===== src/rtl/uart_packet_rx_if.sv =====
// Byte-stream bundle around the packet framer: strobed input from the UART
// receiver and the valid/ready payload output toward the input loader.
interface uart_packet_rx_if;
  logic [7:0] rx_data;
  logic       rx_valid;
  logic [7:0] out_data;
  logic       out_valid;
  logic       out_ready;
  logic       out_last;

  modport slave  (input  rx_data, rx_valid, out_ready,
                  output out_data, out_valid, out_last);
  modport master (output rx_data, rx_valid, out_ready,
                  input  out_data, out_valid, out_last);
endinterface


===== src/rtl/uart_packet_rx.sv =====
// Parses SOF/LEN/PAYLOAD/CHK frames from the UART byte strobe, buffers the
// payload and releases it on a valid/ready stream only after the checksum verifies.
module uart_packet_rx #(
  parameter int         MAX_LEN        = 16,
  parameter logic [7:0] SOF            = 8'hAA,
  parameter int         TIMEOUT_CYCLES = 12000
) (
  input  logic             clk,
  input  logic             rst,
  uart_packet_rx_if.slave  bus,
  output logic [7:0]       pkt_ok_cnt,
  output logic             chk_err,
  output logic             len_err,
  output logic             timeout,
  output logic             overrun,
  output logic             busy
);
  localparam int PTR_W = (MAX_LEN > 1) ? $clog2(MAX_LEN) : 1;
  localparam int TO_W  = $clog2(TIMEOUT_CYCLES + 1);

  typedef enum logic [2:0] {S_IDLE, S_LEN, S_PAYLOAD, S_CHK, S_SEND} state_e;

  state_e           state_q, state_d;
  logic [7:0]       len_q, len_d;
  logic [7:0]       acc_q, acc_d;
  logic [PTR_W-1:0] wr_ptr_q, wr_ptr_d;
  logic [PTR_W-1:0] rd_ptr_q, rd_ptr_d;
  logic [TO_W-1:0]  tmr_q, tmr_d;
  logic [7:0]       pkt_ok_cnt_q, pkt_ok_cnt_d;
  logic             out_valid_q, out_valid_d;
  logic             out_last_q, out_last_d;
  logic             chk_err_q, chk_err_d;
  logic             len_err_q, len_err_d;
  logic             timeout_q, timeout_d;
  logic             overrun_q, overrun_d;

  logic [7:0]       mem_q [MAX_LEN];
  logic             mem_we;
  logic [7:0]       sum8;
  logic             timed, tmr_hit, hs;

  assign sum8    = acc_q + bus.rx_data;
  assign timed   = (state_q == S_LEN) || (state_q == S_PAYLOAD) || (state_q == S_CHK);
  assign tmr_hit = (tmr_q == TO_W'(TIMEOUT_CYCLES));
  assign hs      = out_valid_q && bus.out_ready;

  always_comb begin
    state_d      = state_q;
    len_d        = len_q;
    acc_d        = acc_q;
    wr_ptr_d     = wr_ptr_q;
    rd_ptr_d     = rd_ptr_q;
    pkt_ok_cnt_d = pkt_ok_cnt_q;
    out_valid_d  = out_valid_q;
    out_last_d   = out_last_q;
    chk_err_d    = 1'b0;
    len_err_d    = 1'b0;
    timeout_d    = 1'b0;
    overrun_d    = 1'b0;
    mem_we       = 1'b0;
    // Silence counter restarts on entry to a timed state and on every byte.
    tmr_d        = timed ? tmr_q + TO_W'(1) : '0;
    if (timed && bus.rx_valid) tmr_d = '0;

    case (state_q)
      S_IDLE: if (bus.rx_valid && bus.rx_data == SOF) state_d = S_LEN;
      S_LEN: begin
        if (bus.rx_valid) begin
          len_d = bus.rx_data;
          acc_d = bus.rx_data;
          if (bus.rx_data > 8'(MAX_LEN)) begin
            len_err_d = 1'b1;
            state_d   = S_IDLE;
          end else if (bus.rx_data == 8'd0) begin
            state_d = S_CHK;
          end else begin
            wr_ptr_d = '0;
            state_d  = S_PAYLOAD;
          end
        end else if (tmr_hit) begin
          timeout_d = 1'b1;
          state_d   = S_IDLE;
        end
      end
      S_PAYLOAD: begin
        if (bus.rx_valid) begin
          mem_we   = 1'b1;
          wr_ptr_d = wr_ptr_q + PTR_W'(1);
          acc_d    = sum8;
          if (8'(wr_ptr_q) == len_q - 8'd1) state_d = S_CHK;
        end else if (tmr_hit) begin
          timeout_d = 1'b1;
          state_d   = S_IDLE;
        end
      end
      S_CHK: begin
        if (bus.rx_valid) begin
          if (sum8 == 8'd0) begin
            pkt_ok_cnt_d = pkt_ok_cnt_q + 8'd1;
            if (len_q != 8'd0) begin
              state_d     = S_SEND;
              rd_ptr_d    = '0;
              out_valid_d = 1'b1;
              out_last_d  = (len_q == 8'd1);
            end else begin
              state_d = S_IDLE;
            end
          end else begin
            chk_err_d = 1'b1;
            state_d   = S_IDLE;
          end
        end else if (tmr_hit) begin
          timeout_d = 1'b1;
          state_d   = S_IDLE;
        end
      end
      S_SEND: begin
        // No backpressure toward the receiver: bytes arriving here are lost.
        overrun_d = bus.rx_valid;
        if (hs) begin
          rd_ptr_d = rd_ptr_q + PTR_W'(1);
          if (out_last_q) begin
            state_d     = S_IDLE;
            out_valid_d = 1'b0;
            out_last_d  = 1'b0;
          end else begin
            out_last_d = (8'(rd_ptr_q) + 8'd2 == len_q);
          end
        end
      end
      default: state_d = S_IDLE;
    endcase
  end

  always_ff @(posedge clk) begin
    if (rst) begin
      state_q      <= S_IDLE;
      len_q        <= '0;
      acc_q        <= '0;
      wr_ptr_q     <= '0;
      rd_ptr_q     <= '0;
      tmr_q        <= '0;
      pkt_ok_cnt_q <= '0;
      out_valid_q  <= 1'b0;
      out_last_q   <= 1'b0;
      chk_err_q    <= 1'b0;
      len_err_q    <= 1'b0;
      timeout_q    <= 1'b0;
      overrun_q    <= 1'b0;
    end else begin
      state_q      <= state_d;
      len_q        <= len_d;
      acc_q        <= acc_d;
      wr_ptr_q     <= wr_ptr_d;
      rd_ptr_q     <= rd_ptr_d;
      tmr_q        <= tmr_d;
      pkt_ok_cnt_q <= pkt_ok_cnt_d;
      out_valid_q  <= out_valid_d;
      out_last_q   <= out_last_d;
      chk_err_q    <= chk_err_d;
      len_err_q    <= len_err_d;
      timeout_q    <= timeout_d;
      overrun_q    <= overrun_d;
    end
  end

  always_ff @(posedge clk) begin
    if (mem_we) mem_q[wr_ptr_q] <= bus.rx_data;
  end

  assign bus.out_data  = mem_q[rd_ptr_q];
  assign bus.out_valid = out_valid_q;
  assign bus.out_last  = out_last_q;
  assign pkt_ok_cnt    = pkt_ok_cnt_q;
  assign chk_err       = chk_err_q;
  assign len_err       = len_err_q;
  assign timeout       = timeout_q;
  assign overrun       = overrun_q;
  assign busy          = (state_q != S_IDLE);
endmodule


===== src/flat_wrapper.sv =====
// flat-port wrapper written by rule: the top's interface ports become plain ports
module uart_packet_rx_flat 
#(
  parameter int         MAX_LEN        = 16,
  parameter logic [7:0] SOF            = 8'hAA,
  parameter int         TIMEOUT_CYCLES = 12000
)
  (clk, rst, pkt_ok_cnt, chk_err, len_err, timeout, overrun, busy, bus_rx_data, bus_rx_valid, bus_out_ready, bus_out_data, bus_out_valid, bus_out_last);
  uart_packet_rx_if bus_i ();
  input  logic clk;
  input  logic rst;
  output logic [7:0] pkt_ok_cnt;
  output logic chk_err;
  output logic len_err;
  output logic timeout;
  output logic overrun;
  output logic busy;
  input wire logic [$bits(bus_i.rx_data)-1:0] bus_rx_data;
  input wire logic [$bits(bus_i.rx_valid)-1:0] bus_rx_valid;
  input wire logic [$bits(bus_i.out_ready)-1:0] bus_out_ready;
  output wire logic [$bits(bus_i.out_data)-1:0] bus_out_data;
  output wire logic [$bits(bus_i.out_valid)-1:0] bus_out_valid;
  output wire logic [$bits(bus_i.out_last)-1:0] bus_out_last;
  assign bus_i.rx_data = bus_rx_data;
  assign bus_i.rx_valid = bus_rx_valid;
  assign bus_i.out_ready = bus_out_ready;
  assign bus_out_data = bus_i.out_data;
  assign bus_out_valid = bus_i.out_valid;
  assign bus_out_last = bus_i.out_last;
  uart_packet_rx #(.MAX_LEN(MAX_LEN), .SOF(SOF), .TIMEOUT_CYCLES(TIMEOUT_CYCLES)) u_core (.clk(clk), .rst(rst), .bus(bus_i), .pkt_ok_cnt(pkt_ok_cnt), .chk_err(chk_err), .len_err(len_err), .timeout(timeout), .overrun(overrun), .busy(busy));
endmodule

===== config.mk =====
export PLATFORM = sky130hd
export DESIGN_NAME = uart_packet_rx_flat
export DESIGN_NICKNAME = d
export VERILOG_FILES = /design/src/rtl/uart_packet_rx_if.sv /design/src/rtl/uart_packet_rx.sv /design/src/flat_wrapper.sv
export SDC_FILE = /design/constraint.sdc
export NUM_CORES = 1
export LEC_CHECK = 0
export BUFFER_PORTS_ARGS = -buffer_cell sky130_fd_sc_hd__buf_4
export CAP_MARGIN = 30
export CORE_ASPECT_RATIO = 2
export CORE_UTILIZATION = 35
export CTS_BUF_LIST = sky130_fd_sc_hd__clkbuf_16
export DETAILED_ROUTE_END_ITERATION = 7
export SLEW_MARGIN = 0
export SYNTH_ARGS = -nofsm -noshare
export SYNTH_HDL_FRONTEND = slang
export SYNTH_SLANG_ARGS = --single-unit

===== constraint.sdc =====
create_clock -name clk -period 4.2 [get_ports clk]
set_clock_uncertainty 0.2 [all_clocks]
set_input_delay 0.63 -clock clk [delete_from_list [all_inputs] [get_ports clk]]
set_output_delay 0.63 -clock clk [all_outputs]
set_load 0.1 [all_outputs]

==> impl_metrics.csv <==
group,metric,value,unit
routing,drt-total-wl,18.74,mm
worst_setup_path,cp-start-kind,"primary input",
worst_hold_path,hp-class,"reg2reg",
power,leakagePower,0.002971,µW
sta,finalHoldViolCount,0,
sta,min_period,3.327,ns
worst_setup_path,cp.required,4.33,ns
floorplan,core.rowCount,78,
sta,final-max-slew-violation-count,0,
yosys,syn_area,8159,µm²
sta,setup_viol,0,
routing,drt_iter0_drc,300,
placed_design,place.gp.congestion,0.7846,
yosys,synth_top_family_by_area,"multiplexers",
floorplan,die_area,23960,µm²
floorplan,core_region_area,22740,µm²
yosys,synth-compound-area-share,7.192,%
floorplan,die_y,217.9,µm
global_route,track_usage,16.86,%
clock_tree,ctsHoldBuffers,0,
floorplan,fp.dieW,110.0,µm
clock_tree,clkSinkCount,187,
worst_setup_path,cp.arrival,3.46,ns
job,maxCapViolCount,0,
global_route,grt_pass1_vias,5214,
routing,drc_errors,0,
global_route,grt_overflow,0,
yosys,synth-simple-area-share,11.06,%
yosys,synth_nets,625,
routing,via_count,5025,
sta,fmax,300.6,MHz
placed_design,placed_area,8756,µm²
yosys,ys.flop_type,"edfxtp_1",
clock_tree,clk_pin_slew,0.07,ns
clock_tree,numCtsBuffers,17,
yosys,synth_edf_count,128,
power,cellPowerDensity,393.2,nW/µm²
routing,wl_per_cell,20.30,µm
finish,syn_to_final_growth,14.69,%
clock_tree,post-cts-setup-buffers,0,
yosys,synth-adder-area-share,3.006,%
routing,first_pass_iters,4,
placed_design,port_buffers,34,
yosys,synthArstFlopShare,0,%
clock_tree,cts_root_buf,"clkbuf_16",
yosys,ys_warn_count,0,
power,worst_ir_drop_vdd,388.5,µV
clock_tree,clk_path_buf_depth,2,
outcome,status,"complete, no violations",
yosys,synth_seq_area_share,61.59,%
sta,post-route-period-util,79.22,%
finish,nNetsFinal,661,
yosys,synth-xor-area-share,2.362,%
floorplan,start_util,35.88,%
yosys,yosysUniqueCellTypes,58,
placed_design,dp_hpwl,13.70,mm
clock_tree,insertion_delay,0.44,ns
yosys,syn_inst,594,
routing,viasPerCell,5.444,
yosys,ys_seq_elements,187,
clock_tree,tritoncts,"built",
floorplan,io_pins,35,
global_route,antenna_found_initial,0,
finish,drive_gt1_share,21.00,%
finish,diodes,0,
yosys,syn_avg_cell_area,13.74,µm²
sta,finalSetupTns,0,ns
worst_setup_path,path_class,"in2reg",
clock_tree,cts_max_level,4,
finish,postLayoutCellArea,9358,µm²
sta,slew_headroom,33.60,%
global_route,grt_max_degree,46,
worst_setup_path,cp_max_fo,15,
sta,rsz0062_at_grt,"false",
clock_tree,cts_resized,0,
global_route,grt_first_pass_wirelength,29.30,mm
sta,tightestPinTransition,0.9924,ns
worst_setup_path,critPathCaptureType,"register",
routing,drtAntennaViolNets,0,
yosys,yosys-mux-area-fraction,12.45,%
## cell type report
class                   instances  area [µm²]
clock inverters                15       176.4
repair buffers                 49       380.4
inverters                      15       56.30
flip-flops and latches        187        5026
fillers                      2077       13380
clock buffers                  17       425.4
well taps                     280       350.3
multi-input cells             360        2943
## kinds of logic after synthesis
logic type | count (synthesis)
and+or+nand+nor | 180
DFF | 187
xor gates and xnor gates | 22
muxes | 51
adders and majority gates | 19
AOI/OAI and AO/OA | 88
buffers and inverters | 47
## state kept, by name, indices dropped and copies added (netlist names), 3 cells and up, named ones only
register / count
u_core.rd_ptr_q: 4
u_core.len_q: 8
u_core.wr_ptr_q: 4
u_core.mem_q: 128
u_core.tmr_q: 14
u_core.state_q: 3
u_core.acc_q: 8
u_core.pkt_ok_cnt: 8
## stage by stage
step	cells	power (µW)	setup slack (ns)	hold WS (ns)	utilization (%)
finish	923	3680	0.8729	0.2675	41.15
global route	923	3795	0.6555	0.2887	41.15
CTS	923	3720	0.8748	0.2692	41.15
detailed placement	891	2077	0.4040	0.2600	38.51
global placement	887	2072	0.4715	0.2501	38.37
floorplan	594	2033	0.7837	0.2356	-
## layer usage
metal  share of wire, %  track usage, %  up-vias  wire length (µm)
met5                  0               0        -                 0
met4                3.9           8.756        0               727
met3                3.5           3.138       41               652
met2                 59           32.52      130             11010
met1                 34           16.20     2499              6345
li1                   -               -     2355                 -
## path summary, 6_finish.rpt
kind	slack [ns]	cells past startpoint	startpoint	to
hold / removal	0.27	2	u_core.acc_q[4]	u_core.acc_q[4]
setup / recovery	0.87	9	bus_rx_data[0]	u_core.pkt_ok_cnt[6]
hold reg to reg	0.27	2	u_core.acc_q[4]	u_core.acc_q[4]
setup reg to reg	0.90	8	u_core.acc_q[0]	u_core.pkt_ok_cnt[6]
## placed cells by master, fill, tap and decap left out, drive strengths merged, types with 5 or more instances in the layout
master and count:
clkbuf 17, nand2 47, nor2 46, inv 24
nor4 7, xnor2 8, nand3 10, ha 18
or4 5, nor2b 6, xor2 14, o21ai 15
buf 49, a21oi 29, or3 11, edfxtp 128
a211oi 12, mux2i 7, o211ai 7, nor3 17
dfxtp 59, mux4 40, nand4 8
## synthesized netlist by cell type (3+ instances only)
cell type,number,area (µm²)
xnor2_1,8,70.07
edfxtp_1,128,3844
mux4_2,40,900.9
nor2_1,46,172.7
inv_1,15,56.30
mux2i_1,7,70.07
or4_1,5,37.54
dfxtp_1,59,1181
nand2_1,47,176.4
nand3_1,10,50.05
or3_1,11,68.82
and2_1,4,25.02
clkbuf_1,24,90.09
nor4b_1,3,26.28
a211oi_1,10,75.07
nor2b_1,6,37.54
nor3_1,17,85.08
buf_1,6,22.52
o21ai_0,14,70.07
o211ai_1,7,52.55
nand2b_1,4,25.02
o2111ai_1,3,26.28
a21oi_1,29,145.1
and3_1,4,25.02
nor4_1,6,37.54
mux2_2,4,45.04
ha_1,18,225.2
xor2_1,14,122.6
nand4_1,8,50.05
## critical path: stages
cell and delay [ns]:
buf_4 0.14, ha_1 0.23, fa_1 0.42, a211oi_2 0.37, o21ba_2 0.23, o221ai_2 0.10
or4b_4 0.65, nor4_1 0.31, mux2_2 0.37
## power breakdown
group          internal (µW)  switching [µW]  total, µW
registers               1960           0.234       1960
clock network            902             744       1650
logic                   20.4            51.3       71.7
total                   2880             795       3680
Note: power is estimated with default switching activity, not from simulation.
